===== src/rtl/mult4_seq_pkg.sv =====
// Shared types and constants for the sequential 4x4 multiplier controller.
package mult4_seq_pkg;

  localparam int unsigned OP_W = 4;
  localparam int unsigned P_W  = 8;

  localparam int unsigned SH_LL = 0;
  localparam int unsigned SH_LH = 2;
  localparam int unsigned SH_HL = 2;
  localparam int unsigned SH_HH = 4;

  typedef enum logic [2:0] {
    ST_IDLE,
    ST_LL,
    ST_LH,
    ST_HL,
    ST_HH,
    ST_DONE
  } state_e;

endpackage


===== src/rtl/mult2_core.sv =====
// Exact 2x2 unsigned multiplier producing a 4-bit result.
module mult2_core (
  input  logic [1:0] a_i,
  input  logic [1:0] b_i,
  output logic [3:0] p_o
);

  assign p_o = 4'(a_i) * 4'(b_i);

endmodule


===== src/rtl/mult4_seq_ctrl.sv =====
// Sequential 4x4 multiplier: one 2x2 core stepped over four partial products.
module mult4_seq_ctrl
  import mult4_seq_pkg::*;
(
  input  logic            clk,
  input  logic            rst_n,
  input  logic            in_valid,
  output logic            in_ready,
  input  logic [OP_W-1:0] A,
  input  logic [OP_W-1:0] B,
  output logic            out_valid,
  input  logic            out_ready,
  output logic [P_W-1:0]  P,
  output logic            busy
);

  state_e           state_q, state_d;
  logic [OP_W-1:0]  a_q, a_d, b_q, b_d;
  logic [P_W-1:0]   acc_q, acc_d, p_q, p_d;
  logic             out_valid_q, out_valid_d, busy_q, busy_d;
  logic [1:0]       core_a, core_b;
  logic [3:0]       core_p;
  logic [P_W-1:0]   term;
  logic             accept;

  // No handshake can complete while reset is asserted.
  assign in_ready = rst_n && ((state_q == ST_IDLE) || ((state_q == ST_DONE) && out_ready));
  assign accept   = in_valid && in_ready;

  mult2_core u_core (
    .a_i (core_a),
    .b_i (core_b),
    .p_o (core_p)
  );

  // Operand slice and shift selection per compute step.
  always_comb begin
    core_a = a_q[1:0];
    core_b = b_q[1:0];
    term   = P_W'(core_p) << SH_LL;
    case (state_q)
      ST_LH: begin
        core_b = b_q[3:2];
        term   = P_W'(core_p) << SH_LH;
      end
      ST_HL: begin
        core_a = a_q[3:2];
        term   = P_W'(core_p) << SH_HL;
      end
      ST_HH: begin
        core_a = a_q[3:2];
        core_b = b_q[3:2];
        term   = P_W'(core_p) << SH_HH;
      end
      default: ;
    endcase
  end

  always_comb begin
    state_d = state_q;
    a_d     = a_q;
    b_d     = b_q;
    acc_d   = acc_q;
    p_d     = p_q;
    case (state_q)
      ST_IDLE: begin
        if (accept) begin
          a_d     = A;
          b_d     = B;
          acc_d   = '0;
          state_d = ST_LL;
        end
      end
      ST_LL: begin
        acc_d   = acc_q + term;
        state_d = ST_LH;
      end
      ST_LH: begin
        acc_d   = acc_q + term;
        state_d = ST_HL;
      end
      ST_HL: begin
        acc_d   = acc_q + term;
        state_d = ST_HH;
      end
      ST_HH: begin
        acc_d   = acc_q + term;
        p_d     = acc_q + term;
        state_d = ST_DONE;
      end
      ST_DONE: begin
        if (accept) begin
          a_d     = A;
          b_d     = B;
          acc_d   = '0;
          state_d = ST_LL;
        end else if (out_ready) begin
          state_d = ST_IDLE;
        end
      end
      default: state_d = ST_IDLE;
    endcase
    out_valid_d = (state_d == ST_DONE);
    busy_d      = (state_d != ST_IDLE);
  end

  always_ff @(posedge clk) begin
    if (!rst_n) begin
      state_q     <= ST_IDLE;
      a_q         <= '0;
      b_q         <= '0;
      acc_q       <= '0;
      p_q         <= '0;
      out_valid_q <= 1'b0;
      busy_q      <= 1'b0;
    end else begin
      state_q     <= state_d;
      a_q         <= a_d;
      b_q         <= b_d;
      acc_q       <= acc_d;
      p_q         <= p_d;
      out_valid_q <= out_valid_d;
      busy_q      <= busy_d;
    end
  end

  assign out_valid = out_valid_q;
  assign P         = p_q;
  assign busy      = busy_q;

endmodule


===== config.mk =====
export PLATFORM = sky130hd
export DESIGN_NAME = mult4_seq_ctrl
export DESIGN_NICKNAME = d
export VERILOG_FILES = /design/src/rtl/mult4_seq_pkg.sv /design/src/rtl/mult2_core.sv /design/src/rtl/mult4_seq_ctrl.sv
export SDC_FILE = /design/constraint.sdc
export NUM_CORES = 1
export LEC_CHECK = 0
export ABC_CLOCK_PERIOD_IN_PS = 4100
export CELL_PAD_IN_SITES_DETAIL_PLACEMENT = 2
export CELL_PAD_IN_SITES_GLOBAL_PLACEMENT = 2
export CORE_ASPECT_RATIO = 0.9
export CORE_UTILIZATION = 34
export CTS_BUF_LIST = sky130_fd_sc_hd__clkbuf_8
export DETAILED_ROUTE_END_ITERATION = 10
export GPL_ROUTABILITY_DRIVEN = 0
export GPL_TIMING_DRIVEN = 1
export PLACE_DENSITY_LB_ADDON = 0.1
export SLEW_MARGIN = 0
export SYNTH_ARGS = -nofsm -noshare
export SYNTH_HDL_FRONTEND = slang
export SYNTH_HIERARCHICAL = 1
export SYNTH_SLANG_ARGS = --single-unit

===== constraint.sdc =====
create_clock -name clk -period 4.1 [get_ports clk]
set_clock_uncertainty 0.1 [all_clocks]
set_input_delay 0.82 -clock clk [delete_from_list [all_inputs] [get_ports clk]]
set_output_delay 0.82 -clock clk [all_outputs]
set_load 0.01 [all_outputs]

==> summary.md <==
| Metric | Value |
|---|---|
| HPWL after DPL | between 3 and 4 mm |
| Post-synth EDFFs | 0 |
| Inserted Diodes | 0 |
| Post-synth top cells | dfxtp_1, nor2_1, nand2_1 |
| Worst hold path type | flip-flop to flip-flop |
| Largest area contributor in the netlist | dfxtp_1 |
| CTS tree | done |
| DP Cell Count | 267 |
| Clk buf depth | 2 |
| Peak Freq | 256.7 MHz |
| Initial antenna violation count | 0 |
| Tcrit/Tclk final | between 90% and 100% |
| Post-CTS setup buffers | 0 |
| Most frequent cell after synthesis | dfxtp_1 |
| Synth top area share | a little over a third |
| RSZ-0062 raised after global routing | false |
| Synth Instances | 188 |
| Post-route cell area | just over 2000 µm² |
| Initial Util | 36.19% |
| IO buf count | 22 |
| Flops & latches, synth | 29 |
| Vias in the first global route | 1555 |
| Critical Path Start Type | flip-flop |
| Area of placed instances | between 1500 and 2000 µm² |
| Post-route ant nets | 0 |
| DRT iter0 DRCs | 74 |
| DR vias/cell | roughly 5.1 |
| Site Rows | 23 |
| Nets | roughly 230 |
| Crit end category | flip-flop |
| Hold Slack | roughly 0.37 ns |
| Register area | roughly 600 µm² |
| Max Cap Viol | 0 |
| First-pass GRT wire length | around 7.6 mm |
| CTS root buf | clkbuf_8 |
| Largest net degree at the start of global routing | 24 |
| Total CTS buffers | 5 |
| Die height | between 60 and 70 µm |
| Area grow syn2layout | 24.18% |
| VDD IR max | between 0.2 and 0.25 mV |
| Max-slew violation count | 0 |
| Ys flop type | dfxtp_1 |
| Slew headroom | 45.58% |
| Synthesized area | around 1600 µm² |
| GR Overflow Total | 0 |
| Setup TNS | 0 ns |
| Worst-Skew Late Latency | approximately 0.28 ns |
| # DRC | 0 |
| Area of the multi-input gates | 1002 µm² |
| CP most frequent cell | ha_1 |
| Min cycle time layout | about 3.9 ns |
| Final WL | 4.571 mm |
| Die area | about 5100 µm² |
| DR WL/cell | between 15 and 20 µm |
| Via count | around 1400 |
| Area contributors post-synth | dfxtp_1, ha_1, mux2i_1 |
| Syn. warnings | 6 |
| Final Hold Viols | 0 |
| Power Density | 359.8 nW/µm² |
| CTS sink cnt | 29 |
| Syn avg cell area | ~8.8 µm² |
| Post-route insts no fill | between 200 and 300 |
| Worst-path maximum fanout | 9 |
| Worst Tran Pin Value | slightly above 0.8 ns |
| Clk slew on worst S/H paths | 0.07 ns |
| GRT Total Usage | just over 20% |
| Critical path's largest stage delay | roughly 0.49 ns |
| Proportion of layout cells with a drive suffix above 1 | between 10% and 20% |
| Post-synthesis async set-or-reset flop share | 0% |
| Critical Path AT | 4.01 ns |
| Crit path required time | 4.22 ns |
| Setup CP Type | flip-flop to flip-flop |
| Core Region | 4547 µm² |
| Register area share after synthesis | between 30% and 40% |
| Crit path cell chain | buf_4, nor2b_1, o21ba_2, mux2_2, and2_1, ha_1, ha_1, o21ai_0, a21oi_1, ha_1, nor2b_4, o31a_1, or4b_4, o2111ai_2, a32o_1 |
| Leakage | roughly 0.85 nW |
| I/O pin cnt | 23 |
| Die Wd | approximately 75 µm |
| Mapped Nets | 210 |
| Total chip power | around 0.74 mW |
| Post-synthesis cell type count | 38 |
| Filler cell count | about 550 |
| DR pass1 iterations | 4 |
| Slowest stage cell on the critical path | or4b_4 |
| Final setup vio count | 0 |
| Status | finished, final reports clean |
| CTS Hold Bufs | 0 |
| Htree depth | 2 |
-- layout make-up --
class	instances	area share, %
multi-input cells	144	49.05
flip-flops and latches	29	28.66
repair buffers	27	12.61
clock buffers	7	4.715
well taps	62	3.797
inverters	5	0.9186
clock inverters	1	0.2449
-- critical path, delay by kind of cell (launching register included) --
kind | cells | cell delay [ns]
fa+ha+maj | 3 | 0.84
simple gates | 4 | 0.96
flops | 1 | 0.37
compound gates | 6 | 1.03
buf+inv | 1 | 0.17
mux | 1 | 0.34
-- routing by layer --
layer / share of wire (%) / track usage [%] / routed length (µm)
met1: 47 / 26.56 / 2162
met2: 50 / 34.49 / 2290
met3: 2.2 / 4.418 / 100
met4: 0.39 / 3.472 / 18
met5: 0 / 0 / 0
-- cells in the final DEF (no fill, tap or decap), types with 2 or more instances in the layout --
| master | instances |
|---|---|
| a211oi_1 | 3 |
| a21oi_1 | 11 |
| a31oi_1 | 2 |
| a32o_1 | 3 |
| and2_1 | 6 |
| and3_1 | 4 |
| buf_4 | 5 |
| clkbuf_8 | 7 |
| clkdlybuf4s50_1 | 22 |
| dfxtp_1 | 27 |
| ha_1 | 9 |
| inv_1 | 5 |
| mux2_2 | 4 |
| mux2i_1 | 10 |
| nand2_1 | 14 |
| nand2b_1 | 3 |
| nand3_1 | 6 |
| nor2_1 | 24 |
| nor2b_1 | 4 |
| nor3_1 | 3 |
| o211ai_1 | 2 |
| o21a_1 | 5 |
| o21ai_0 | 5 |
| o22ai_1 | 3 |
| xnor2_1 | 5 |
| xor2_1 | 3 |
-- metrics by stage --
stage          util [%]  setup slack [ns]
2_1_floorplan         -            0.3565
3_3_place_gp      42.54            0.1620
3_5_place_dp      42.54           0.03192
4_1_cts           44.80            0.1048
5_1_grt           44.94           0.03374
6_report          44.94            0.2042
-- flip-flops by register name (all words and copies together), names as in the netlist --
register,count
P,8
a_q,4
acc_q,8
b_q,4
busy,1
out_valid,1
state_q,3
-- cell families (layout without fill, tap and decap cells) --
family	after synthesis	count (layout)	share of synthesized area [%]
muxes	14	14	8.821
and+or+nand+nor	70	70	21.82
DFF	29	29	35.29
buffers and inverters	15	40	3.954
adders and majority gates	10	10	8.061
xor gates and xnor gates	8	8	4.259
AOI/OAI and AO/OA	42	42	17.79
-- path summary, 6_finish.rpt --
check	from	end	slack, ns	cells after the start
worst max-delay path	state_q[1]$_SDFF_PN0_	acc_q[6]$_SDFFE_PN0P_	0.20	15
worst min-delay path	P[0]$_SDFFE_PN0N_	P[0]$_SDFFE_PN0N_	0.37	2
worst max register to register	state_q[1]$_SDFF_PN0_	acc_q[6]$_SDFFE_PN0P_	0.20	15
worst min register to register	P[0]$_SDFFE_PN0N_	P[0]$_SDFFE_PN0N_	0.37	2
-- where the power goes --
part	leakage, nW	internal, mW	switching (mW)
Combinational	0.557	0.0723	0.0866
Clock	0.0542	0.152	0.112
Sequential	0.236	0.297	0.0149
-- repair_timing --
| item | 4_1_cts | 5_1_grt |
|---|---|---|
| gates cloned | 0 | 0 |
| endpoints found under the setup margin | 1 | 3 |
| gates resized for setup | 1 | 4 |
(Power assumes the default switching activity.)
